**config.mk**
```make
export PLATFORM = sky130hd
export DESIGN_NAME = psum_accumulator
export DESIGN_NICKNAME = d
export VERILOG_FILES = /design/src/rtl/psum_accumulator.sv
export SDC_FILE = /design/constraint.sdc
export NUM_CORES = 1
export LEC_CHECK = 0
export ABC_CLOCK_PERIOD_IN_PS = 11500
export BUFFER_PORTS_ARGS = -buffer_cell sky130_fd_sc_hd__clkbuf_2
export CAP_MARGIN = 20
export CORE_MARGIN = 2
export CORE_UTILIZATION = 65
export CTS_BUF_LIST = sky130_fd_sc_hd__clkbuf_16
export DETAILED_ROUTE_END_ITERATION = 8
export PLACE_DENSITY = 0.95
export SYNTH_ARGS = -nofsm -noshare
export SYNTH_HDL_FRONTEND = slang
export SYNTH_SLANG_ARGS = --single-unit
```
**constraint.sdc**
```tcl
create_clock -name clk -period 11.5 [get_ports clk]
set_clock_uncertainty 0.05 [all_clocks]
set_input_delay 0.575 -clock clk [delete_from_list [all_inputs] [get_ports clk]]
set_output_delay 0.575 -clock clk [all_outputs]
set_load 0.005 [all_outputs]
```
**src/rtl/psum_accumulator.sv**
```systemverilog
// Two-stage multiply-accumulate for one conv window: stage 1 registers the signed
// product, stage 2 folds it into a wide running sum and emits it on the window's last term.
module psum_accumulator #(
    parameter  int D_BW      = 8,
    parameter  int NUM_TERMS = 32,
    parameter  int I_SUM_BW  = 21,
    localparam int CNT_BW    = (NUM_TERMS > 1) ? $clog2(NUM_TERMS) : 1
) (
    input  logic                       clk,
    input  logic                       reset,
    input  logic                       i_valid,
    output logic                       o_ready,
    input  logic signed [D_BW-1:0]     i_fmap,
    input  logic signed [D_BW-1:0]     i_weight,
    output logic                       o_valid,
    input  logic                       i_ready,
    output logic signed [I_SUM_BW-1:0] o_psum,
    output logic [CNT_BW-1:0]          o_cnt
);

    localparam logic [CNT_BW-1:0] CNT_LAST = CNT_BW'(NUM_TERMS - 1);

    logic                       stall;
    logic                       in_hs;
    logic signed [2*D_BW-1:0]   fmap_ext;
    logic signed [2*D_BW-1:0]   weight_ext;
    logic signed [2*D_BW-1:0]   p_prod;
    logic                       p_valid;
    logic                       p_last;
    logic signed [I_SUM_BW-1:0] p_ext;
    logic signed [I_SUM_BW-1:0] acc;
    logic signed [I_SUM_BW-1:0] sum;

    // A held output result freezes the whole pipeline, so o_psum stays stable until taken.
    assign stall   = o_valid & ~i_ready;
    assign o_ready = ~stall;
    assign in_hs   = i_valid & o_ready;

    assign fmap_ext   = {{D_BW{i_fmap[D_BW-1]}}, i_fmap};
    assign weight_ext = {{D_BW{i_weight[D_BW-1]}}, i_weight};
    assign p_ext      = {{(I_SUM_BW - 2*D_BW){p_prod[2*D_BW-1]}}, p_prod};
    assign sum        = acc + p_ext;

    always_ff @(posedge clk) begin
        if (reset) begin
            p_prod  <= '0;
            p_valid <= 1'b0;
            p_last  <= 1'b0;
            o_cnt   <= '0;
            acc     <= '0;
            o_psum  <= '0;
            o_valid <= 1'b0;
        end else if (!stall) begin
            if (in_hs) begin
                p_prod  <= fmap_ext * weight_ext;
                p_valid <= 1'b1;
                p_last  <= (o_cnt == CNT_LAST);
                o_cnt   <= (o_cnt == CNT_LAST) ? '0 : o_cnt + CNT_BW'(1);
            end else begin
                p_valid <= 1'b0;
            end

            // A new window result overwrites a result being taken this cycle: no bubble.
            if (p_valid && p_last) begin
                o_psum  <= sum;
                o_valid <= 1'b1;
                acc     <= '0;
            end else begin
                if (p_valid) begin
                    acc <= sum;
                end
                if (o_valid && i_ready) begin
                    o_valid <= 1'b0;
                end
            end
        end
    end

endmodule

```
==> impl_metrics.json <==
{
  "synth_compound_gate_area_share_pct": 15.6,
  "yosys_most_used_dff": "sky130_fd_sc_hd__dfxtp_1",
  "final_min_period_over_clock_period_pct": 44.1,
  "cp-start-kind": "primary input",
  "synth_fa_ha_area_share_pct": 29.5,
  "layout.core_utilization_pct": 73.9,
  "minimum_period_implied_by_the_final_worst_setup_slack_ns": 5.07,
  "yosysSeqAreaShare_pct": 22.1,
  "multiInputGateArea_sq_um": 4180,
  "use_met3_pct": 5.92,
  "route.detailed.vias_per_inst": 6.09,
  "fp.dieH_microns": 99.8,
  "maxSlewHeadroom_pct": 29.1,
  "timing_worst_slew_pin_value_ns": 1.06,
  "post-route-cell-area_sq_um": 6510,
  "cp_common_cell": "sky130_fd_sc_hd__inv_1",
  "synthesis.area_sq_um": 5970,
  "die_area_sq_um": 9960,
  "r2r-start": "p_prod[0]",
  "clkPwrFrac_pct": 24.7,
  "cts.root.buffer_cell": "sky130_fd_sc_hd__clkbuf_16",
  "place.port_buffers": 47,
  "critical_path_class": "primary input to register",
  "p_int_w": 0.000707,
  "antenna_violating_nets_post_route": 0,
  "gr-max-usage-layer": "met2",
  "path_cells": "clkbuf_2 > and2_1 > ha_1 > inv_1 > fa_1 > inv_1 > fa_1 > inv_1 > fa_1 > inv_1 > ha_1 > o21a_1 > o21a_1 > and3_1 > a2111oi_0 > a21oi_1 > xnor2_1 > a21oi_1",
  "ys.warnings.count": 0,
  "switching_share_pct": 39.9,
  "ys_seq_elements": 66,
  "final-seq-area_sq_um": 1320,
  "clk-insertion-delay-late_ns": 0.33,
  "finalNonFillerCells": 846,
  "core_area_sq_um": 8810,
  "clk_pin_slew_worst_paths_ns": 0.05,
  "asyncSetResetFlopFracSynth_pct": 0,
  "setup_viol": 0,
  "wl_per_cell_microns": 16.3,
  "seq_power_share_pct": 23.1,
  "synth-edff-count": 0,
  "post-cts-setup-buffer-count": 0,
  "post_synth_xor_area_fraction_pct": 4.11,
  "power.static_leakage_nw": 2.96,
  "timing_max_transition_violations_final": 0,
  "io_pins": 48,
  "yosys-mux-area-fraction_pct": 0.713,
  "groute.usage.overall_pct": 29.7,
  "antennaDiodeCount": 0,
  "first_pass_grt_wire_length_mm": 24.0,
  "syn_area_per_cell_sq_um": 8.54,
  "grtUsageMet1_pct": 35.0,
  "rsz_0062_raised_after_global_routing": "no",
  "switching_power_w": 0.000469,
  "max-cap-violations": 0,
  "worst_setup_path_startpoint": "i_fmap[7]",
  "totalNegativeSetupSlack_ns": 0,
  "p_per_area_nw_per_um2": 181,
  "dpl.hpwl_mm": 9.99,
  "nNetsFinal": 860,
  "first_iter_violations": 382,
  "cts.path.max_buffers": 2,
  "proportion_of_layout_cells_with_a_drive_suffix_above_1_pct": 10.8,
  "synth_simple_gate_area_share_pct": 20.1,
  "status": "finished clean",
  "critPathArrivalTime_ns": 5.21,
  "cts_tree": "built",
  "rrSetupSlack_ns": 8.57,
  "ctsResizeCount": 0,
  "gp_routability_congestion": 0.925,
  "worst-endpoint-required_ns": 11.64,
  "grt_start_max_net_pins": 62,
  "power.ir.vdd_worst_mv": 0.148,
  "min_path_type": "register to register",
  "crit_path_max_fanout": 8,
  "critical_path.endpoint_type": "register",
  "detail_route.drc_violations": 0,
  "comb_power_share_pct": 52.2,
  "synth_cells": 699,
  "clock.fmax_mhz": 197,
  "cp-endpoint": "p_prod[15]",
  "route.final.wire_length_mm": 13.8,
  "critical_path.reg2reg.endpoint": "o_psum[16]",
  "post_synth_net_total": 826,
  "post-place-cells": 829,
  "grt_antenna_before_repair": 0,
  "die_width_microns": 99.8,
  "groute.layer.met2.usage_pct": 54.2,
  "via_count_of_the_first_global_routing_pass": 5299,
  "critical_path.max_stage_delay_ns": 0.66,
  "reg2regPathDepth": 10,
  "finalHoldViolations": 0,
  "clock_net_sink_count": 66,
  "area_growth_pct": 9.08,
  "n_fill_cell": 621,
  "grt_overflow": 0,
  "ys_types": 61,
  "timing.hold.worst_path_depth": 2,
  "initial_cell_density_of_the_core_pct": 67.8,
  "placementRows": 34,
  "num_vias": 5155,
  "holdBufCountCts": 0,
  "h-tree-depth": 3,
  "cts_inserted_buffers": 9,
  "placed_cell_area_sq_um": 6170,
  "standard_cell_with_the_maximum_stage_delay_on_the_critical_path": "sky130_fd_sc_hd__a2111oi_0",
  "largest_family_of_logic_cells_by_synthesized_area": "adder cells",
  "drtPass1Iterations": 5
}
## worst min path at each step
| stage | end | start |
|---|---|---|
| 2_1_floorplan | acc[17] | acc[17] |
| 3_3_place_gp | acc[17] | acc[17] |
| 3_5_place_dp | acc[13] | acc[13] |
| 4_1_cts | p_prod[11] | p_prod[11] |
| 5_1_grt | p_prod[13] | p_prod[13] |
| 6_report | o_psum[4] | o_psum[4] |
## synth_stat cells, drive strengths merged (3+ instances only)
| cell | number | area share [%] |
|---|---|---|
| xor2 | 6 | 0.88 |
| o211ai | 4 | 0.50 |
| o31ai | 4 | 0.50 |
| o21ai | 23 | 1.9 |
| a31oi | 3 | 0.31 |
| xnor2 | 22 | 3.2 |
| ha | 51 | 11 |
| nor3 | 23 | 1.9 |
| nand2 | 85 | 5.3 |
| nand3b | 4 | 0.50 |
| clkbuf | 24 | 2.6 |
| a21o | 6 | 0.80 |
| dfxtp | 66 | 22 |
| a211oi | 7 | 0.88 |
| nand3 | 10 | 0.92 |
| or3 | 3 | 0.34 |
| nor2 | 37 | 2.3 |
| a22oi | 7 | 0.88 |
| and2 | 47 | 5.0 |
| nor4b | 3 | 0.44 |
| nor2b | 8 | 0.84 |
| a21oi | 62 | 5.2 |
| fa | 56 | 19 |
| o21a | 9 | 1.1 |
| a22o | 4 | 0.59 |
| inv | 80 | 5.0 |
| nand2b | 6 | 0.63 |
| and3 | 6 | 0.63 |
## layout make-up
class                   count  area share (%)
multi-input cells         527            64.1
clock inverters             7            1.44
clock buffers               9            3.46
repair buffers             49            3.96
inverters                  80            4.61
well taps                 108            2.08
flip-flops and latches     66            20.3
## worst max-delay path, delay by kind of cell
kind	cells	cell delay [ns]
fa+ha+maj	5	2.31
compound gates	5	1.29
buf+inv	5	0.44
simple gates	2	0.39
xor+xnor	1	0.20
## cell usage in the layout, fill, tap and decap left out, types with 3 or more instances in the layout
cell type / netlist / final
sky130_fd_sc_hd__nand2_1: 85 / 85
sky130_fd_sc_hd__nor2b_1: 8 / 8
sky130_fd_sc_hd__nor2_1: 37 / 37
sky130_fd_sc_hd__clkbuf_16: 0 / 9
sky130_fd_sc_hd__fa_1: 56 / 56
sky130_fd_sc_hd__a22oi_1: 7 / 7
sky130_fd_sc_hd__and2_1: 46 / 46
sky130_fd_sc_hd__a31oi_1: 3 / 3
sky130_fd_sc_hd__nor4b_1: 3 / 3
sky130_fd_sc_hd__xnor2_1: 22 / 22
sky130_fd_sc_hd__o21a_1: 9 / 9
sky130_fd_sc_hd__a211oi_1: 7 / 7
sky130_fd_sc_hd__o211ai_1: 4 / 4
sky130_fd_sc_hd__dfxtp_1: 66 / 66
sky130_fd_sc_hd__o21ai_0: 21 / 21
sky130_fd_sc_hd__a21oi_1: 62 / 62
sky130_fd_sc_hd__xor2_1: 6 / 6
sky130_fd_sc_hd__ha_1: 51 / 51
sky130_fd_sc_hd__and3_1: 6 / 6
sky130_fd_sc_hd__nand3b_1: 4 / 4
sky130_fd_sc_hd__nand3_1: 9 / 9
sky130_fd_sc_hd__nand2b_1: 6 / 6
sky130_fd_sc_hd__clkbuf_2: 1 / 47
sky130_fd_sc_hd__a21o_1: 4 / 4
sky130_fd_sc_hd__nor3_1: 23 / 23
sky130_fd_sc_hd__inv_1: 80 / 80
sky130_fd_sc_hd__a22o_1: 4 / 4
sky130_fd_sc_hd__o31ai_1: 4 / 4
## power groups by stage
stage / clock [W] / sequential (W) / combinational (W)
final: 0.000290 / 0.000272 / 0.000613
after global routing: 0.000303 / 0.000274 / 0.000700
after global placement: 0 / 0.000274 / 0.000561
after CTS: 0.000290 / 0.000271 / 0.000610
after floorplan: 0 / 0.000269 / 0.000488
after detailed placement: 0 / 0.000275 / 0.000596
## state kept, by name, indices dropped and copies added (netlist names)
register,flops
p_prod,16
acc,21
o_psum,21
o_valid,1
p_valid,1
p_last,1
o_cnt,5
## per-stage QoR
step	hold WS, ns	power (W)	setup slack (ns)
after global placement	0.386	0.000836	6.26
after floorplan	0.369	0.000757	6.61
final	0.405	0.00118	6.43
after detailed placement	0.397	0.000871	6.11
after CTS	0.408	0.00117	6.43
after global routing	0.426	0.00128	5.97
## routing by layer
metal  share of wire [%]  wire length [microns]
met1                  39                   5410
met2                  53                   7290
met3                 5.3                    736
met4                 2.7                    372
met5                   0                      0
## cell families (layout without fill, tap and decap cells)
| kind of cell | Yosys count | after routing |
|---|---|---|
| and+or+nand+nor | 241 | 241 |
| AOI/OAI and AO/OA | 147 | 147 |
| adders and majority gates | 107 | 107 |
| buffers and inverters | 106 | 145 |
| DFF | 66 | 66 |
| xor gates and xnor gates | 28 | 28 |
| muxes | 4 | 4 |
Power figures use the tool's default switching activity.
